===== config.mk =====
export PLATFORM = sky130hd
export DESIGN_NAME = serial_subtractor
export DESIGN_NICKNAME = d
export VERILOG_FILES = /design/src/rtl/serial_subtractor.sv
export SDC_FILE = /design/constraint.sdc
export NUM_CORES = 1
export LEC_CHECK = 0
export BUFFER_PORTS_ARGS = -buffer_cell sky130_fd_sc_hd__clkbuf_2
export CORE_AREA = 2 2 49 62
export DETAILED_ROUTE_END_ITERATION = 16
export DIE_AREA = 0 0 51 64
export GPL_ROUTABILITY_DRIVEN = 0
export GPL_TIMING_DRIVEN = 0
export PLACE_DENSITY = 0.8
export REMOVE_ABC_BUFFERS = 1
export SLEW_MARGIN = 30
export SYNTH_ARGS = -nofsm -noshare
export SYNTH_HDL_FRONTEND = slang
export SYNTH_SLANG_ARGS = --single-unit

===== constraint.sdc =====
create_clock -name clk -period 1.87 [get_ports clk]
set_input_delay 0.374 -clock clk [delete_from_list [all_inputs] [get_ports clk]]
set_output_delay 0.374 -clock clk [all_outputs]
set_load 0.01 [all_outputs]

===== src/rtl/serial_subtractor.sv =====
// serial_subtractor
// -----------------------------------------------------------------------------
// Bit-serial two's-complement subtractor. A single full-subtractor cell and a
// registered borrow compute minuend - subtrahend - borrow_in LSB-first, one bit
// per clock. Operands are taken on a valid/ready handshake and the result is
// offered on a second valid/ready handshake.
//
// Parameters:
//   WIDTH        operand / result width in bits (>= 1)
//
// Ports:
//   clk          rising-edge clock
//   rst_n        synchronous active-low reset
//   in_valid     operands and borrow_in are valid
//   in_ready     block can accept operands (high only in IDLE)
//   minuend      left operand
//   subtrahend   right operand
//   borrow_in    borrow subtracted at bit 0
//   out_valid    result valid (DONE)
//   out_ready    consumer accepts result
//   difference   result, modulo 2^WIDTH
//   borrow_out   final borrow (1 <=> unsigned minuend < subtrahend + borrow_in)
//   busy         high in SHIFT or DONE
//   overflow     signed overflow flag, only when SERIAL_SUB_OVERFLOW_EN is defined
//
// Build option:
//   SERIAL_SUB_OVERFLOW_EN  adds the overflow port and its flag register.
// -----------------------------------------------------------------------------
module serial_subtractor #(
    parameter int WIDTH = 8
) (
    input  logic             clk,
    input  logic             rst_n,
    input  logic             in_valid,
    output logic             in_ready,
    input  logic [WIDTH-1:0] minuend,
    input  logic [WIDTH-1:0] subtrahend,
    input  logic             borrow_in,
    output logic             out_valid,
    input  logic             out_ready,
    output logic [WIDTH-1:0] difference,
    output logic             borrow_out,
    output logic             busy
`ifdef SERIAL_SUB_OVERFLOW_EN
    ,
    output logic             overflow
`endif
);

    localparam int CNT_W = $clog2(WIDTH + 1);

    typedef enum logic [1:0] {
        IDLE  = 2'd0,
        SHIFT = 2'd1,
        DONE  = 2'd2
    } state_t;

    state_t             state;
    logic [WIDTH-1:0]   m_sh;
    logic [WIDTH-1:0]   s_sh;
    logic               brw;
    logic [CNT_W-1:0]   cnt;

`ifdef SERIAL_SUB_OVERFLOW_EN
    logic               m_msb;
    logic               s_msb;
`endif

    // Full-subtractor cell on the current LSBs.
    logic               bit_a;
    logic               bit_b;
    logic               bit_d;
    logic               brw_nxt;
    logic [WIDTH:0]     diff_ext;
    logic [WIDTH-1:0]   diff_nxt;
    logic               last_bit;

    always_comb begin
        bit_a    = m_sh[0];
        bit_b    = s_sh[0];
        bit_d    = bit_a ^ bit_b ^ brw;
        brw_nxt  = (~bit_a & bit_b) | (~(bit_a ^ bit_b) & brw);
        // New bit enters at the MSB; after WIDTH shifts bit 0 sits at the LSB.
        // The extended concat keeps this legal for WIDTH=1.
        diff_ext = {bit_d, difference};
        diff_nxt = diff_ext[WIDTH:1];
        last_bit = (cnt == CNT_W'(WIDTH - 1));
    end

    always_ff @(posedge clk) begin
        if (!rst_n) begin
            state      <= IDLE;
            in_ready   <= 1'b1;
            out_valid  <= 1'b0;
            busy       <= 1'b0;
            difference <= '0;
            borrow_out <= 1'b0;
            m_sh       <= '0;
            s_sh       <= '0;
            brw        <= 1'b0;
            cnt        <= '0;
`ifdef SERIAL_SUB_OVERFLOW_EN
            m_msb      <= 1'b0;
            s_msb      <= 1'b0;
            overflow   <= 1'b0;
`endif
        end else begin
            case (state)
                IDLE: begin
                    if (in_valid) begin
                        m_sh     <= minuend;
                        s_sh     <= subtrahend;
                        brw      <= borrow_in;
                        cnt      <= '0;
`ifdef SERIAL_SUB_OVERFLOW_EN
                        m_msb    <= minuend[WIDTH-1];
                        s_msb    <= subtrahend[WIDTH-1];
`endif
                        state    <= SHIFT;
                        in_ready <= 1'b0;
                        busy     <= 1'b1;
                    end
                end

                SHIFT: begin
                    m_sh       <= m_sh >> 1;
                    s_sh       <= s_sh >> 1;
                    brw        <= brw_nxt;
                    borrow_out <= brw_nxt;
                    difference <= diff_nxt;
                    cnt        <= cnt + CNT_W'(1);
                    if (last_bit) begin
                        state     <= DONE;
                        out_valid <= 1'b1;
`ifdef SERIAL_SUB_OVERFLOW_EN
                        // bit_d is the final difference MSB on this edge.
                        overflow  <= (m_msb ^ s_msb) & (bit_d ^ m_msb);
`endif
                    end
                end

                DONE: begin
                    if (out_ready) begin
                        state     <= IDLE;
                        out_valid <= 1'b0;
                        busy      <= 1'b0;
                        in_ready  <= 1'b1;
                    end
                end

                default: begin
                    state     <= IDLE;
                    out_valid <= 1'b0;
                    busy      <= 1'b0;
                    in_ready  <= 1'b1;
                end
            endcase
        end
    end

endmodule


==> results.yml, run 1 <==
run_status:
  status: "complete, no violations"
layout:
  design_area_sq_um: 1630
  drive_gt1_share_pct: 20.4
  final_nets: 220
  post-route-util_pct: 61.5
  areaGrowthSynthToFinish_pct: 12.3
  diodes: 0
critical_path:
  worstPathMaxFanout: 18
  cp-startpoint: "state[1]"
  critPathLaunchType: "flop"
  critPathRequiredTime_ns: 2.11
  slowest_stage: "clkinv_1"
  path_class: "flop to flop"
  slowest_delay_ns: 0.50
  critical-path-top-delay-family: "buffers and inverters"
  endpoint_kind: "flop"
  reg2reg_from: "state[1]"
  crit_chain: "clkinv_1 > a221oi_1"
  arrival_ns: 1.70
  worst-path-buf-inv: 1
run:
  maxCapViolCount: 0
routing:
  drt_iter0_drc: 54
  drc_errors: 0
  firstDrtPassIters: 4
  antenna_left: 0
  wire_per_inst_um: 13.2
  wirelength_um: 3040
  vias: 1317
  vias_per_cell: 5.73
power:
  vdd_drop_max_mv: 0.589
  p_seq_share_pct: 60.9
  total_power_uw: 1350
  powerDensity_nw_per_um2: 830
  p_int_uw: 999
  pwr-share-clk_pct: 26.6
  p_leak_uw: 0.000658
  swShare_pct: 26.3
  power_switching_uw: 356
  pwr-share-comb_pct: 12.6
sta:
  hold_ws_ns: 0.288
  hold_violations: 0
  fmax_ghz: 0.682
  fin_crit_ns: 1.47
  tns_ns: 0
  slew_violations: 0
  relSlewSlack_pct: 58.9
  tightest_slew_ns: 0.616
  setup_viol: 0
  fin_crit_sh_pct: 78.4
  rsz0062_at_grt: "false"
  fin_skew_ns: 0.00590
yosys:
  yosysMostFrequentCell: "dfxtp_1"
  synth_cells: 170
  syn_area_per_cell_sq_um: 8.54
  synth_edf_count: 0
  synth_warnings: 0
  syn_area_sq_um: 1450
  yosysTopAreaCell: "dfxtp_1"
  synth.distinct_cells: 32
  synth_ff_type: "dfxtp_1"
  synth_common_cells: "dfxtp_1, a21oi_1, nand2_1, o21ai_0, nor2_1"
  synth-seq-cells: 35
  synth_seq_area_share_pct: 48.2
  yosys-top-cells-area: "dfxtp_1, a21oi_1, o21ai_0"
  synth_top_area_share_pct: 48.2
  synth_async_sr_flop_share_pct: 0
global_route:
  grt_pass1_vias: 1292
  grt_overflow_total: 0
  grt_max_degree: 23
  grt.total_usage_pct: 20.8
  antenna_found_initial: 0
  grt_pass1_wl_um: 5200
floorplanning:
  std_cell_rows: 21
  pin_count: 33
  fp.dieW_um: 51
  die_area_sq_um: 3260
  start_util_pct: 54.7
  die_y_um: 64
  core_sq_um: 2650
clock_tree:
  postCtsSetupRepairBufs: 0
  cts-resized-gates: 0
  insertion_delay_ns: 0.34
  cts-hold-fix-buffers: 0
  clk_pin_slew_ns: 0.10
  htreeDepth: 2
  cts-root-buf: "clkbuf_4"
  clockBufferDepth: 2
  cts_made_buffers: 5
  clock_sinks: 35
  cts_tree: "yes"
min_path:
  min_from: "subtrahend[7]"
  hp-class: "input pin to flop"
placement:
  hpwl_um: 2130
  postPlaceCellArea_sq_um: 1590
  portBuffers: 32
==> power by group through the flow <==
stage               sequential (uW)  combinational (uW)  clock (uW)
finish                          824                 171         360
global route                    830                 195         395
CTS                             824                 172         361
detailed placement              841                 172           0
global placement                838                 165           0
floorplan                       837                 106           0
==> per-layer routing <==
metal / track usage (%) / wire length, um / vias to the layer above
met5: 0 / 0 / -
met4: 9.46 / 48 / 0
met3: 4.91 / 135 / 6
met2: 38.5 / 1610 / 40
met1: 21.3 / 1240 / 617
li1: - / - / 654
==> final cells by class <==
cell class / count / area (sq um)
well taps: 34 / 42.5
inverters: 5 / 18.8
fillers: 244 / 1020
flip-flops and latches: 35 / 702
repair buffers: 32 / 160
clock buffers: 6 / 41.3
multi-input cells: 118 / 667
==> registers in the layout, indices dropped and copies added, names as in the netlist <==
register and cells:
out_valid 1, difference 8, in_ready 1, cnt 4
busy 1, s_sh 8, borrow_out 1, brw 1
m_sh 8, state 2
==> worst paths after layout <==
| path | endpoint | depth (start not counted) | slack (ns) |
|---|---|---|---|
| setup reg to reg | s_sh[0] | 2 | 0.40 |
| hold reg to reg | difference[0] | 2 | 0.47 |
| hold / removal | s_sh[7] | 3 | 0.29 |
| setup / recovery | s_sh[0] | 2 | 0.40 |
==> per-stage QoR <==
stage | setup slack (ns) | std cells
floorplan | 0.441 | 158
detailed placement | 0.113 | 224
finish | 0.404 | 230
CTS | 0.0954 | 230
global route | 0.268 | 230
global placement | 0.159 | 224
==> worst reg2reg max path, stage by stage (launching register included) <==
cell and delay, ns:
dfxtp_1 0.45, clkinv_1 0.50, a221oi_1 0.42
==> kinds of logic (layout without fill, tap and decap cells) <==
logic type | after synthesis | in the layout | synth area share [%]
buf+inv | 17 | 43 | 5.86
flops | 35 | 35 | 48.2
mux | 2 | 2 | 1.38
fa+ha+maj | 2 | 2 | 2.24
compound gates | 65 | 65 | 27.1
simple gates | 49 | 49 | 15.2
==> cells in the final DEF (no fill, tap or decap), drive strengths merged, types with 2 or more instances in the layout <==
cell     synthesis  layout
mux2i            2       2
nand3b           2       2
nor3             2       2
a21oi           24      24
a22oi            3       3
o2bb2ai          8       8
nand3            2       2
inv              4       4
o21ai           17      17
nand2           21      21
a31oi            2       2
a221oi           2       2
clkbuf           4      38
nor2            15      15
nand2b           2       2
o22ai            6       6
dfxtp           35      35
(Power assumes the default switching activity.)
==> inputs of run 2 (changes only) <==
- CORE_AREA: 2 2 49 62 -> 2 2 53 68
- DIE_AREA: 0 0 51 64 -> 0 0 55 70
- PLACE_DENSITY: 0.8 -> 0.71
- clock period: 1.87 -> 1.25 ns (I/O delays scaled with it)
==> run 2 against run 1 <==
Final cell count grew 4.8%. Combinational power grew 64%. Sequential power grew 49%. Critical endpoint is now s_sh[2].
==> results.yml, run 2 (synthesis gave the netlist of run 1 again) <==
power:
  vdd_drop_max_mv: 1.01
  p_leak_uw: 0.000698
  powerDensity_nw_per_um2: 1370
critical_path:
  endpoint_kind: "flop"
  r2r_cells: 3
  crit_chain: "clkinvlp_2 > o22ai_1 > a21oi_1"
  slowest_delay_ns: 0.47
  arrival_ns: 1.37
  r2r_slack_ns: 0.04
  reg2reg_from: "state[0]"
  path_class: "flop to flop"
  critPathLaunchType: "flop"
  slowest_stage: "dfxtp_4"
  r2r_end: "s_sh[2]"
  worstPathMaxFanout: 13
  critPathRequiredTime_ns: 1.41
clock_tree:
  clk_pin_slew_ns: 0.07
  clock_sinks: 35
  cts_made_buffers: 5
  cts-root-buf: "clkbuf_8"
  insertion_delay_ns: 0.28
  cts_tree: "yes"
  htreeDepth: 2
  clockBufferDepth: 2
routing:
  antenna_left: 0
  vias_per_cell: 5.47
  vias: 1318
  wirelength_um: 3100
  drt_iter0_drc: 37
  firstDrtPassIters: 5
  drc_errors: 0
  wire_per_inst_um: 12.8
global_route:
  grt_max_degree: 23
  grt.total_usage_pct: 16.8
  grt_pass1_wl_um: 4940
  antenna_found_initial: 0
  grt_pass1_vias: 1177
  grt_overflow_total: 0
min_path:
  hold_end: "m_sh[7]"
  min_from: "minuend[7]"
  hp-class: "input pin to flop"
  holdPathStages: 3
sta:
  slew_violations: 0
  rsz0062_at_grt: "true"
  fin_skew_ns: 0.00225
  hold_violations: 0
  setup_viol: 0
  tns_ns: 0
  fmax_ghz: 0.828
  fin_crit_ns: 1.21
  fin_crit_sh_pct: 96.7
  tightest_slew_ns: 0.639
  relSlewSlack_pct: 57.3
floorplanning:
  core_sq_um: 3300
  fp.dieW_um: 55
  die_area_sq_um: 3850
  pin_count: 33
  die_y_um: 70
  start_util_pct: 44.0
  std_cell_rows: 24
run:
  maxCapViolCount: 0
layout:
  stdcell_count: 241
  diodes: 0
  top_regs: "difference x8, m_sh x8, s_sh x8"
  drive_gt1_share_pct: 27.2
  design_area_sq_um: 1750
  layout_common_cells: "dfxtp_1, clkbuf_2, a21oi_1, nand2_1, o21ai_0"
  final_nets: 224
  areaGrowthSynthToFinish_pct: 20.4
placement:
  portBuffers: 32
  dpl.cell_count: 229
  hpwl_um: 1980
  postPlaceCellArea_sq_um: 1600
run_status:
  status: "complete, no violations"
-- run 2: cell count changes in the layout (fill, tap and decap cells not counted), sizes merged --
cell and change:
buf +3, clkbuf +2, clkinvlp +2, clkinv -1
-- run 2: cell type report --
class                           count  area, sq um
Timing Repair inverter              1         5.00
Sequential cell                    35          707
Fill cell                         340         1550
Clock buffer                        8          100
Multi-Input combinational cell    118          681
Inverter                            5         25.0
Timing Repair Buffer               35          183
Tap cell                           39         48.8
-- run 2: through the flow --
stage               setup WS [ns]  util, %  total power, uW  hold slack, ns
floorplan                  -0.179        -             1410           0.326
global placement           -0.539     48.3             1510           0.446
detailed placement         -0.562     48.3             1510           0.458
CTS                       -0.0192     51.7             2390           0.214
global route              -0.0208     53.0             2510           0.244
finish                     0.0417     53.0             2400           0.217
-- run 2: per-layer routing --
metal,part of all wire [%],GRT usage (%),vias up
li1,-,-,659
met1,45,20.2,611
met2,49,27.6,44
met3,5.8,5.56,4
met4,0.78,4.88,0
met5,0,0,-
-- run 2: worst max path at each step --
stage,from,endpoint,slack [ns]
5_1_grt,state[0],m_sh[3],-0.02
3_3_place_gp,state[0],cnt[3],-0.54
4_1_cts,state[0],s_sh[0],-0.02
6_report,state[0],s_sh[2],0.04
2_1_floorplan,state[0],cnt[3],-0.18
3_5_place_dp,state[0],cnt[3],-0.56
-- run 2: power by group --
group          total, uW  leakage [uW]  switching (uW)  internal, uW
Clock                888     0.0000515             385           503
Sequential          1230      0.000289            48.7          1180
Combinational        280      0.000358             155           126
-- run 2: critical path: cells and delay by family (launching register included) --
kind | cells | cell delay (ns)
flip-flops | 1 | 0.47
AO/OA/AOI/OAI | 2 | 0.32
buffers and inverters | 1 | 0.30
-- run 2: repair_timing --
| item | 4_1_cts | 5_1_grt |
|---|---|---|
| cloned | 0 | 1 |
| gates resized for setup | 7 | 6 |
| pin swaps | 0 | 3 |
| hold buffers | 0 | 0 |
| buffers inserted | 0 | 3 |
| setup endpoints to repair | 35 | 18 |
==> inputs of run 3 (changes only) <==
- clock period: 1.25 -> 1 ns (I/O delays scaled with it)
==> run 3 against run 2 <==
The run now ends with negative setup slack left. Die area unchanged. Non-clock buffer count up 15. Register-to-register slack worse by 0.25 ns. Sequential power up 26%. Largest power group unchanged. Clock power up 26%.
==> results.yml, run 3 (synthesis gave the netlist of run 1 again) <==
sta:
  slew_violations: 0
  fin_crit_ns: 1.21
  hold_violations: 0
  fmax_ghz: 0.829
  tns_ns: -2.92
  relSlewSlack_pct: 55.8
  fin_crit_sh_pct: 121
  fin_skew_ns: 0.00295
  timing.final.ws_setup_ns: -0.207
  rsz0062_at_grt: "true"
  setup_viol: 28
  tightest_slew_ns: 0.662
critical_path:
  reg2reg_from: "state[0]"
  path_class: "flop to flop"
  arrival_ns: 1.33
  critPathRequiredTime_ns: 1.12
  endpoint_kind: "flop"
  r2r_slack_ns: -0.21
  worstPathMaxFanout: 6
  r2r_cells: 5
  critPathLaunchType: "flop"
  r2r_end: "s_sh[0]"
run:
  maxCapViolCount: 0
routing:
  drc_errors: 0
  firstDrtPassIters: 4
  antenna_left: 0
  vias_per_cell: 5.60
  wirelength_um: 3790
  drt_iter0_drc: 41
  wire_per_inst_um: 14.7
  vias: 1438
power:
  powerDensity_nw_per_um2: 1530
  vdd_drop_max_mv: 1.37
  p_leak_uw: 0.000839
clock_tree:
  clock_sinks: 35
  htreeDepth: 2
  clk_pin_slew_ns: 0.07
  cts-root-buf: "clkbuf_8"
  cts_made_buffers: 5
  cts-hold-fix-buffers: 0
  clockBufferDepth: 2
  cts_tree: "yes"
  insertion_delay_ns: 0.28
min_path:
  hold_end: "m_sh[7]"
  min_from: "minuend[7]"
  holdPathStages: 3
  hp-class: "input pin to flop"
placement:
  hpwl_um: 1980
  dpl.cell_count: 229
  dp_slack_ns: -0.812
  portBuffers: 32
  postPlaceCellArea_sq_um: 1600
global_route:
  grt.total_usage_pct: 20.6
  grt_max_degree: 22
  grt_overflow_total: 0
  grt_pass1_wl_um: 6010
  grt_pass1_vias: 1388
  antenna_found_initial: 0
floorplanning:
  pin_count: 33
  fp.dieW_um: 55
  core_sq_um: 3300
  die_area_sq_um: 3850
  die_y_um: 70
  std_cell_rows: 24
  start_util_pct: 44.0
layout:
  stdcell_count: 257
  fillers: 298
  final_nets: 240
  top_regs: "difference x8, m_sh x8, s_sh x8"
  final_common_cell: "clkbuf_2"
  diodes: 0
  drive_gt1_share_pct: 50.9
  layout_common_cells: "clkbuf_2, a21oi_1, nand2_1, dfxtp_1, dfxtp_2"
  areaGrowthSynthToFinish_pct: 43.7
  design_area_sq_um: 2090
run_status:
  status: "finished, violations left"
  violations: "negative setup slack"
run 3: cell count changes in the layout (fill, tap and decap cells not counted), sizes merged:
cell | previous run | this run
and2b | 1 | 2
buf | 3 | 18
clkinv | 0 | 1
clkinvlp | 2 | 1
inv | 4 | 3
o21ba | 1 | 2
run 3: per-layer routing:
layer	wire, um	GRT usage, %	part of all wire (%)
met3	218	5.77	5.8
met4	41	5.15	1.1
met2	1980	35.1	52
met5	0	0	0
met1	1550	24.7	41
run 3: final cells by class:
| cell class | count | area (sq um) | area share [%] |
|---|---|---|---|
| multi-input combinational | 120 | 850 | 40.7 |
| sequential | 35 | 728 | 34.9 |
| timing repair buffer | 50 | 333 | 15.9 |
| clock buffer | 8 | 100 | 4.80 |
| tap | 39 | 48.8 | 2.34 |
| inverter | 5 | 27.5 | 1.32 |
run 3: worst max path at each step:
stage	from	endpoint	slack [ns]	depth (start not counted)
after floorplan	state[0]	cnt[3]	-0.43	3
after global placement	state[0]	cnt[3]	-0.79	3
after detailed placement	state[0]	cnt[3]	-0.81	3
after CTS	m_sh[0]	brw	-0.18	4
after global routing	state[0]	s_sh[0]	-0.26	5
final	state[0]	s_sh[0]	-0.21	5
run 3: repair_timing:
item | 4_1_cts | 5_1_grt
setup buffers | 12 | 5
endpoints found under the setup margin | 35 | 41
cloned | 3 | 0
gates resized for setup | 52 | 24
pin swaps | 21 | 15
run 3: metrics by stage:
step / hold WS (ns) / utilization [%] / power [uW]
global route: 0.190 / 63.2 / 3330
CTS: 0.159 / 60.4 / 3140
finish: 0.160 / 63.2 / 3200
global placement: 0.446 / 48.3 / 1890
detailed placement: 0.455 / 48.3 / 1890
floorplan: 0.276 / - / 1760
run 3: report_power, final:
part           leakage, uW  total, uW  switching (uW)  internal (uW)
Clock            0.0000515       1120             492            629
Sequential        0.000295       1550            65.7           1480
Combinational     0.000492        532             267            265
run 3: critical path, stage by stage, from the launching register on:
cell        delay (ns)
dfxtp_4           0.40
buf_6             0.12
clkinvlp_4        0.12
buf_6             0.16
o22ai_2           0.15
a221oi_1          0.09
